File: config.mk
export PLATFORM = sky130hd
export DESIGN_NAME = hazard_scoreboard
export DESIGN_NICKNAME = d
export VERILOG_FILES = /design/src/rtl/hazard_scoreboard.sv
export SDC_FILE = /design/constraint.sdc
export NUM_CORES = 1
export LEC_CHECK = 0
export ABC_CLOCK_PERIOD_IN_PS = 3750
export BUFFER_PORTS_ARGS = -buffer_cell sky130_fd_sc_hd__buf_4
export CORE_MARGIN = 4
export CORE_UTILIZATION = 40
export CTS_BUF_LIST = sky130_fd_sc_hd__clkbuf_4
export DETAILED_ROUTE_END_ITERATION = 7
export GPL_ROUTABILITY_DRIVEN = 0
export PLACE_DENSITY = 0.64
export SYNTH_ARGS = -nofsm -noshare
export SYNTH_HDL_FRONTEND = slang
export SYNTH_SLANG_ARGS = --single-unit
File: constraint.sdc
create_clock -name clk -period 3.75 [get_ports clk]
set_input_delay 0.75 -clock clk [delete_from_list [all_inputs] [get_ports clk]]
set_output_delay 0.75 -clock clk [all_outputs]
set_load 0.02 [all_outputs]
File: src/rtl/hazard_scoreboard.sv
// hazard_scoreboard: tracks in-flight register writes between ID and WB and
// raises the decode-stage stall request. A PIPE_DEPTH-entry shift register
// mirrors EXE..WB, so the tracked state holds exactly when the pipeline is frozen.
// Optional build macro HAZARD_FWD_EN: EXE/MEM results are forwarded elsewhere,
// so only a load sitting in EXE (load-use) can cause a stall.
module hazard_scoreboard #(
   parameter int PIPE_DEPTH = 3,   // entry 0 = EXE ... PIPE_DEPTH-1 = WB, minimum 2
   parameter int REG_W      = 4,
   parameter int CNT_W      = 16
) (
   input  logic                  clk,
   input  logic                  rst,
   input  logic                  freeze,
   input  logic                  flush,
   input  logic                  id_wb_en,
   input  logic                  id_mem_r_en,
   input  logic [REG_W-1:0]      id_dest,
   input  logic [REG_W-1:0]      src1,
   input  logic [REG_W-1:0]      src2,
   input  logic                  Two_src,
   input  logic                  Ignore_Hazard,
   output logic                  hazard,
   output logic [(1<<REG_W)-1:0] busy_vec,
   output logic [CNT_W-1:0]      stall_cnt
);

   logic [PIPE_DEPTH-1:0]            vld_q, vld_d;
   logic [PIPE_DEPTH-1:0]            ld_q,  ld_d;
   logic [PIPE_DEPTH-1:0][REG_W-1:0] dst_q, dst_d;
   logic [CNT_W-1:0]                 cnt_q, cnt_d;
   logic                             m1, m2;

   // Source match against in-flight producers. The WB entry is never checked:
   // the register file writes it in the first half of the cycle, before the ID read.
   always_comb begin
      m1 = 1'b0;
      m2 = 1'b0;
`ifdef HAZARD_FWD_EN
      m1 = vld_q[0] & ld_q[0] & (dst_q[0] == src1);
      m2 = vld_q[0] & ld_q[0] & (dst_q[0] == src2);
`else
      for (int i = 0; i < PIPE_DEPTH-1; i++) begin
         if (vld_q[i] && dst_q[i] == src1) m1 = 1'b1;
         if (vld_q[i] && dst_q[i] == src2) m2 = 1'b1;
      end
`endif
      hazard = ~Ignore_Hazard & (m1 | (Two_src & m2));
   end

   // Busy map covers every valid entry, WB included.
   always_comb begin
      busy_vec = '0;
      for (int i = 0; i < PIPE_DEPTH; i++)
         if (vld_q[i]) busy_vec[dst_q[i]] = 1'b1;
   end

   // Next state: shift on advance, bubble on stall or flush; freeze holds everything
   // (freeze wins over flush because the flush source re-asserts after the freeze).
   always_comb begin
      vld_d = vld_q;
      ld_d  = ld_q;
      dst_d = dst_q;
      cnt_d = cnt_q;
      if (!freeze) begin
         for (int i = 1; i < PIPE_DEPTH; i++) begin
            vld_d[i] = vld_q[i-1];
            ld_d[i]  = ld_q[i-1];
            dst_d[i] = dst_q[i-1];
         end
         vld_d[0] = id_wb_en & ~hazard & ~flush;
         ld_d[0]  = id_mem_r_en;
         dst_d[0] = id_dest;
         if (hazard && cnt_q != {CNT_W{1'b1}}) cnt_d = cnt_q + CNT_W'(1);
      end
   end

   // State register; reset clears validity and the counter regardless of freeze/flush.
   always_ff @(posedge clk) begin
      if (rst) begin
         vld_q <= '0;
         ld_q  <= '0;
         dst_q <= '0;
         cnt_q <= '0;
      end else begin
         vld_q <= vld_d;
         ld_q  <= ld_d;
         dst_q <= dst_d;
         cnt_q <= cnt_d;
      end
   end

   assign stall_cnt = cnt_q;

endmodule

## Word level (Yosys, flattened, before mapping)

Cells that the tools add are included.

| storage, ports and cells | value |
|---|---|
| bits in latches | 0 |
| ROM bits | 0 |
| RAM bits | 0 |
| bits in registers | 31 |
| memories | 0 |
| logic and storage cells | 50 |
| output and inout bits | 33 |
| input port bits | 20 |

| cells by class | value |
|---|---|
| divide/modulo/power cells | 0 |
| $add $sub $neg | 1 |
| reduce and logical (&&, ||, !) cells | 9 |
| shift-type cells | 0 |
| bitwise gates (word level) | 11 |
| magnitude comparators | 6 |
| multiply operators | 0 |
| multiplexer cells | 13 |
| eq/ne operators | 5 |

Operator list:

| kind | number |
|---|---|
| 16-bit two-way mux | 3 |
| 16-bit OR | 2 |
| 16-bit by 1-bit adder with 16-bit output, second input constant | 1 |
| 4-bit == test | 4 |
| 16-bit inequality test, second input constant | 1 |
| 4-bit by 5-bit < comparator with 1-bit output, second input constant | 3 |
| 1-bit demux with 4-bit select | 3 |
| 4-bit by 1-bit >= comparator with 1-bit output, second input constant | 3 |
| 1-bit logical AND | 8 |
| 1-bit two-way mux | 7 |
| 1-bit bitwise AND | 4 |
| 1-bit NOT | 4 |
| 2-bit AND reduction | 1 |
| 1-bit OR | 1 |

## Depth between registers and ports, before layout

| depth | value |
|---|---|
| word-level depth | 10 |
| gate-level depth with buffers | 9 |

## Worst setup path before layout

OpenSTA, ideal clock, no wires.

| timing path | value |
|---|---|
| kind | input to output |
| start | input port src1[2] |
| end | output port hazard |
| stages | 7 |
| required time | 3000 ps |
| path buffers | 1 |
| data arrival time | 1731 ps |
| slack | 1269 ps |
| cells stage by stage | xor2_1 nor3_1 nand3_1 o21ai_0 o21bai_1 clkbuf_1 inv_1 |

| on the way | value |
|---|---|
| cells in the longest elaborated chain, start to end | 6 |

RTL lines:

| element | RTL line | RTL |
|---|---|---|
| start, declared | 18 | `input logic [REG_W-1:0] src1,` |
| 4-bit == test | 43 | `if (vld_q[i] && dst_q[i] == src1) m1 = 1'b1;` |
| 1-bit logical AND | 43 |  |
| 1-bit two-way mux | 43 |  |
| 1-bit two-way mux (*) | 43 |  |
| 1-bit OR (*) | 47 | `hazard = ~Ignore_Hazard & (m1 \| (Two_src & m2));` |
| 1-bit bitwise AND (*) | 47 |  |
| end, declared | 22 | `output logic hazard,` |

Every way passes the cells marked *; elsewhere a longest branch is shown, timed or not.

## Worst setup path in the final report

| timing path | value |
|---|---|
| start | register dst_q[0] in the netlist's numbering |
| end | output port hazard |

| on the way | value |
|---|---|
| cells in the longest elaborated chain, start to end | 7 |

RTL lines:

| element | RTL line | RTL |
|---|---|---|
| start, declared | 29 | `logic [PIPE_DEPTH-1:0][REG_W-1:0] dst_q, dst_d;` |
| start signal, assigned | 87 | `dst_q <= dst_d;` |
| 4-bit == test | 44 | `if (vld_q[i] && dst_q[i] == src2) m2 = 1'b1;` |
| 1-bit logical AND | 44 |  |
| 1-bit two-way mux (2 in series) | 44 |  |
| 1-bit bitwise AND | 47 |  |
| 1-bit OR (*) | 47 |  |
| 1-bit bitwise AND (*) | 47 |  |

Marks and branches as above.

==> results.sh <==
export IMPL_run_status="completed"
export IMPL_power_total_uw=601
export IMPL_post_route_period_util_pct=76.5
export IMPL_cts_hold_buf=0
export IMPL_launch_instance_of_the_worst_register_to_register_path="stall_cnt[3]"
export IMPL_setup_cp_type="reg2out"
export IMPL_max_freq_mhz=349
export IMPL_clock_tree_htree_level_count=2
export IMPL_multi_input_area_um2=1300
export IMPL_clk_pin_slew_worst_paths_ns=0.10
export IMPL_routed_wirelength_normalized_by_instance_count_um=13.8
export IMPL_number_of_enable_flip_flop_cells_after_synthesis=0
export IMPL_ys_top_cells_by_area="sky130_fd_sc_hd__dfxtp_1 (31%), sky130_fd_sc_hd__nand2_1 (7.6%), sky130_fd_sc_hd__mux2i_1 (6.9%)"
export IMPL_finalCoreUtilization_pct=51.1
export IMPL_stdcell_area_um2=2460
export IMPL_final_fill_count=502
export IMPL_cp_end_kind="output port"
export IMPL_setup_viol_count_final=0
export IMPL_async_reset_ff_share_pct=0
export IMPL_reg2reg_slack_ns=1.31
export IMPL_netlist_top_cell_by_area="sky130_fd_sc_hd__dfxtp_1"
export IMPL_setup_worst_path_start_class="register"
export IMPL_number_of_buffers_on_the_longest_clock_path=2
export IMPL_route_vias_total=2005
export IMPL_grt_pass1_wl_mm=8.40
export IMPL_slew_limit_headroom_pct=57.4
export IMPL_hp_class="reg2reg"
export IMPL_die_width_um=79.1
export IMPL_cts_sinks=31
export IMPL_unrepaired_setup_endpoints_after_global_routing="false"
export IMPL_synth_avg_cell_area_um2=7.65
export IMPL_synth_most_common_cell="sky130_fd_sc_hd__nand2_1"
export IMPL_cts_tree="done"
export IMPL_initial_core_util_pct=41.9
export IMPL_seq_area_um2=621
export IMPL_finalHoldWorstSlack_ns=0.507
export IMPL_core_rowCount=25
export IMPL_antenna_left=0
export IMPL_timing_hold_worst_start="stall_cnt[5]"
export IMPL_clock_root_buffer_master="sky130_fd_sc_hd__clkbuf_4"
export IMPL_netlist_top_cells_count="sky130_fd_sc_hd__nand2_1 (41), sky130_fd_sc_hd__dfxtp_1 (31), sky130_fd_sc_hd__nor2_1 (30)"
export IMPL_count_of_cells_along_the_worst_register_to_register_path=7
export IMPL_worst_slew_pin_slew_ns=0.639
export IMPL_post_route_cells_drive_above_1_share_pct=22.4
export IMPL_pwr_density_cell_nw_per_um2=244
export IMPL_core_area_um2=4820
export IMPL_yosys_warnings=0
export IMPL_die_area_um2=6250
export IMPL_port_buffers=51
export IMPL_critPathRequiredTime_ns=3.00
export IMPL_place_area_um2=2410
export IMPL_fin_setup_tns_ns=0
export IMPL_drt_wl_total_mm=5.14
export IMPL_remaining_drc_errors=0
export IMPL_grt_max_degree=39
export IMPL_num_antenna_cells=0
export IMPL_worst_endpoint_arrival_ns=2.12
export IMPL_detailedRoute_firstIterationViolations=88
export IMPL_synthDominantCellAreaShare_pct=30.7
export IMPL_post_cts_setup_buffer_count=0
export IMPL_netlist_instances=264
export IMPL_min_period_ns=2.87
export IMPL_sink_of_the_worst_hold_path="stall_cnt[5]"
export IMPL_drt_first_pass_iters=4
export IMPL_tritoncts_buffers=5
export IMPL_worstSetupStartpoint="dst_q[0]"
export IMPL_finalHoldViolCount=0
export IMPL_worstSkewPairLatency_ns=0.32
export IMPL_hold_path_depth=2
export IMPL_syn_cell_area_um2=2020
export IMPL_sequential_share_of_the_synthesized_area_pct=30.7
export IMPL_synth_nets=285
export IMPL_io_pins=53
export IMPL_finalClockSkew_ns=0.00930
export IMPL_path_max_fanout=21
export IMPL_total_half_perimeter_wirelength_after_legalization_and_detailed_placement_mm=3.67
export IMPL_yosysUniqueCellTypes=36
export IMPL_vdd_drop_max_v=0.000179
export IMPL_worst_r2r_endpoint="stall_cnt[15]"
export IMPL_globalRouteTotalUtil_pct=16.7
export IMPL_grt_ovfl_total=0
export IMPL_dieHeight_um=79.1
export IMPL_grt_pass1_vias=1795
export IMPL_initial_antenna_violation_count=0
export IMPL_ys_seq_elements=31
export IMPL_yosys_most_used_dff="sky130_fd_sc_hd__dfxtp_1"
export IMPL_vias_per_cell=5.40
export IMPL_post_cts_resized=0
export IMPL_report_final_slew_viol_count=0
export IMPL_static_leakage_power_nw=1.07
export IMPL_maxCapViolCount=0
export IMPL_design_final_nets=325
export IMPL_area_growth_synth_to_final_pct=21.8
-- worst max-delay path: stages, from the launching register on --
cell                       delay, ns
sky130_fd_sc_hd__dfxtp_1        0.60
sky130_fd_sc_hd__xor2_1         0.12
sky130_fd_sc_hd__nor3_1         0.25
sky130_fd_sc_hd__nand4_1        0.12
sky130_fd_sc_hd__o21ai_0        0.13
sky130_fd_sc_hd__o21bai_1       0.09
sky130_fd_sc_hd__buf_4          0.21
sky130_fd_sc_hd__inv_1          0.12
sky130_fd_sc_hd__buf_4          0.15
-- sequential cells by signal, summed over array words and instances (netlist names) --
signal,count
stall_cnt,16
dst_q,12
vld_q,3
-- cells by family after synthesis --
logic type / after synthesis / share of synthesized area [%]
multiplexers: 20 / 10.3
adder cells (fa/ha/maj): 1 / 0.619
flip-flops: 31 / 30.7
AND/OR/NAND/NOR: 132 / 32.8
AO/OA/AOI/OAI: 40 / 13.7
buffers and inverters: 24 / 4.89
XOR/XNOR: 16 / 6.94
-- layer usage --
metal	part of all wire (%)	GRT usage [%]
met1	49	23.2
met2	46	25.3
met3	4.0	3.74
met4	1.4	6.19
met5	0	0
-- stage by stage --
stage          instances  worst slack [ns]
6_report             371             0.881
5_1_grt              371             0.696
4_1_cts              371             0.840
3_5_place_dp         364             0.900
3_3_place_gp         364             0.926
2_1_floorplan        264              1.27
-- area by class of cell --
| class | instances | share of cell area (%) |
|---|---|---|
| Multi-Input combinational cell | 209 | 52.8 |
| Timing Repair Buffer | 52 | 15.9 |
| Tap cell | 67 | 3.41 |
| Inverter | 5 | 0.763 |
| Clock buffer | 5 | 1.53 |
| Clock inverter | 2 | 0.356 |
| Sequential cell | 31 | 25.2 |
-- worst max-delay path by stage --
stage | end | slack [ns] | cells past startpoint
global route | hazard | 0.70 | 8
global placement | hazard | 0.93 | 9
finish | hazard | 0.88 | 8
floorplan | hazard | 1.27 | 7
detailed placement | hazard | 0.90 | 9
CTS | hazard | 0.84 | 8
-- power breakdown --
part	switching, mW	internal [mW]
clock	0.113	0.0664
sequential	0.0146	0.335
combinational	0.0377	0.0353
-- layout by cell type, fill, tap and decap left out, types with 2 or more instances in the layout --
| cell type | Yosys | layout |
|---|---|---|
| sky130_fd_sc_hd__or3_1 | 4 | 4 |
| sky130_fd_sc_hd__nor2b_1 | 12 | 12 |
| sky130_fd_sc_hd__xnor2_1 | 10 | 10 |
| sky130_fd_sc_hd__dfxtp_1 | 31 | 31 |
| sky130_fd_sc_hd__nand2_1 | 41 | 41 |
| sky130_fd_sc_hd__xor2_1 | 6 | 6 |
| sky130_fd_sc_hd__and3_1 | 4 | 4 |
| sky130_fd_sc_hd__and3b_1 | 2 | 2 |
| sky130_fd_sc_hd__clkbuf_4 | 0 | 5 |
| sky130_fd_sc_hd__or4_1 | 7 | 7 |
| sky130_fd_sc_hd__nor3b_1 | 3 | 3 |
| sky130_fd_sc_hd__and3_4 | 2 | 2 |
| sky130_fd_sc_hd__nand3_1 | 12 | 12 |
| sky130_fd_sc_hd__o31ai_1 | 6 | 6 |
| sky130_fd_sc_hd__nand4_1 | 5 | 5 |
| sky130_fd_sc_hd__nor2_1 | 30 | 30 |
| sky130_fd_sc_hd__a21oi_1 | 9 | 9 |
| sky130_fd_sc_hd__nor3_1 | 5 | 5 |
| sky130_fd_sc_hd__nor4_1 | 2 | 2 |
| sky130_fd_sc_hd__o21ai_0 | 5 | 5 |
| sky130_fd_sc_hd__mux2_2 | 6 | 6 |
| sky130_fd_sc_hd__inv_1 | 5 | 5 |
| sky130_fd_sc_hd__buf_4 | 0 | 52 |
| sky130_fd_sc_hd__a22oi_1 | 9 | 9 |
| sky130_fd_sc_hd__mux2i_1 | 14 | 14 |
| sky130_fd_sc_hd__a32oi_1 | 6 | 6 |
No activity file was read; power rests on OpenSTA's default activity.
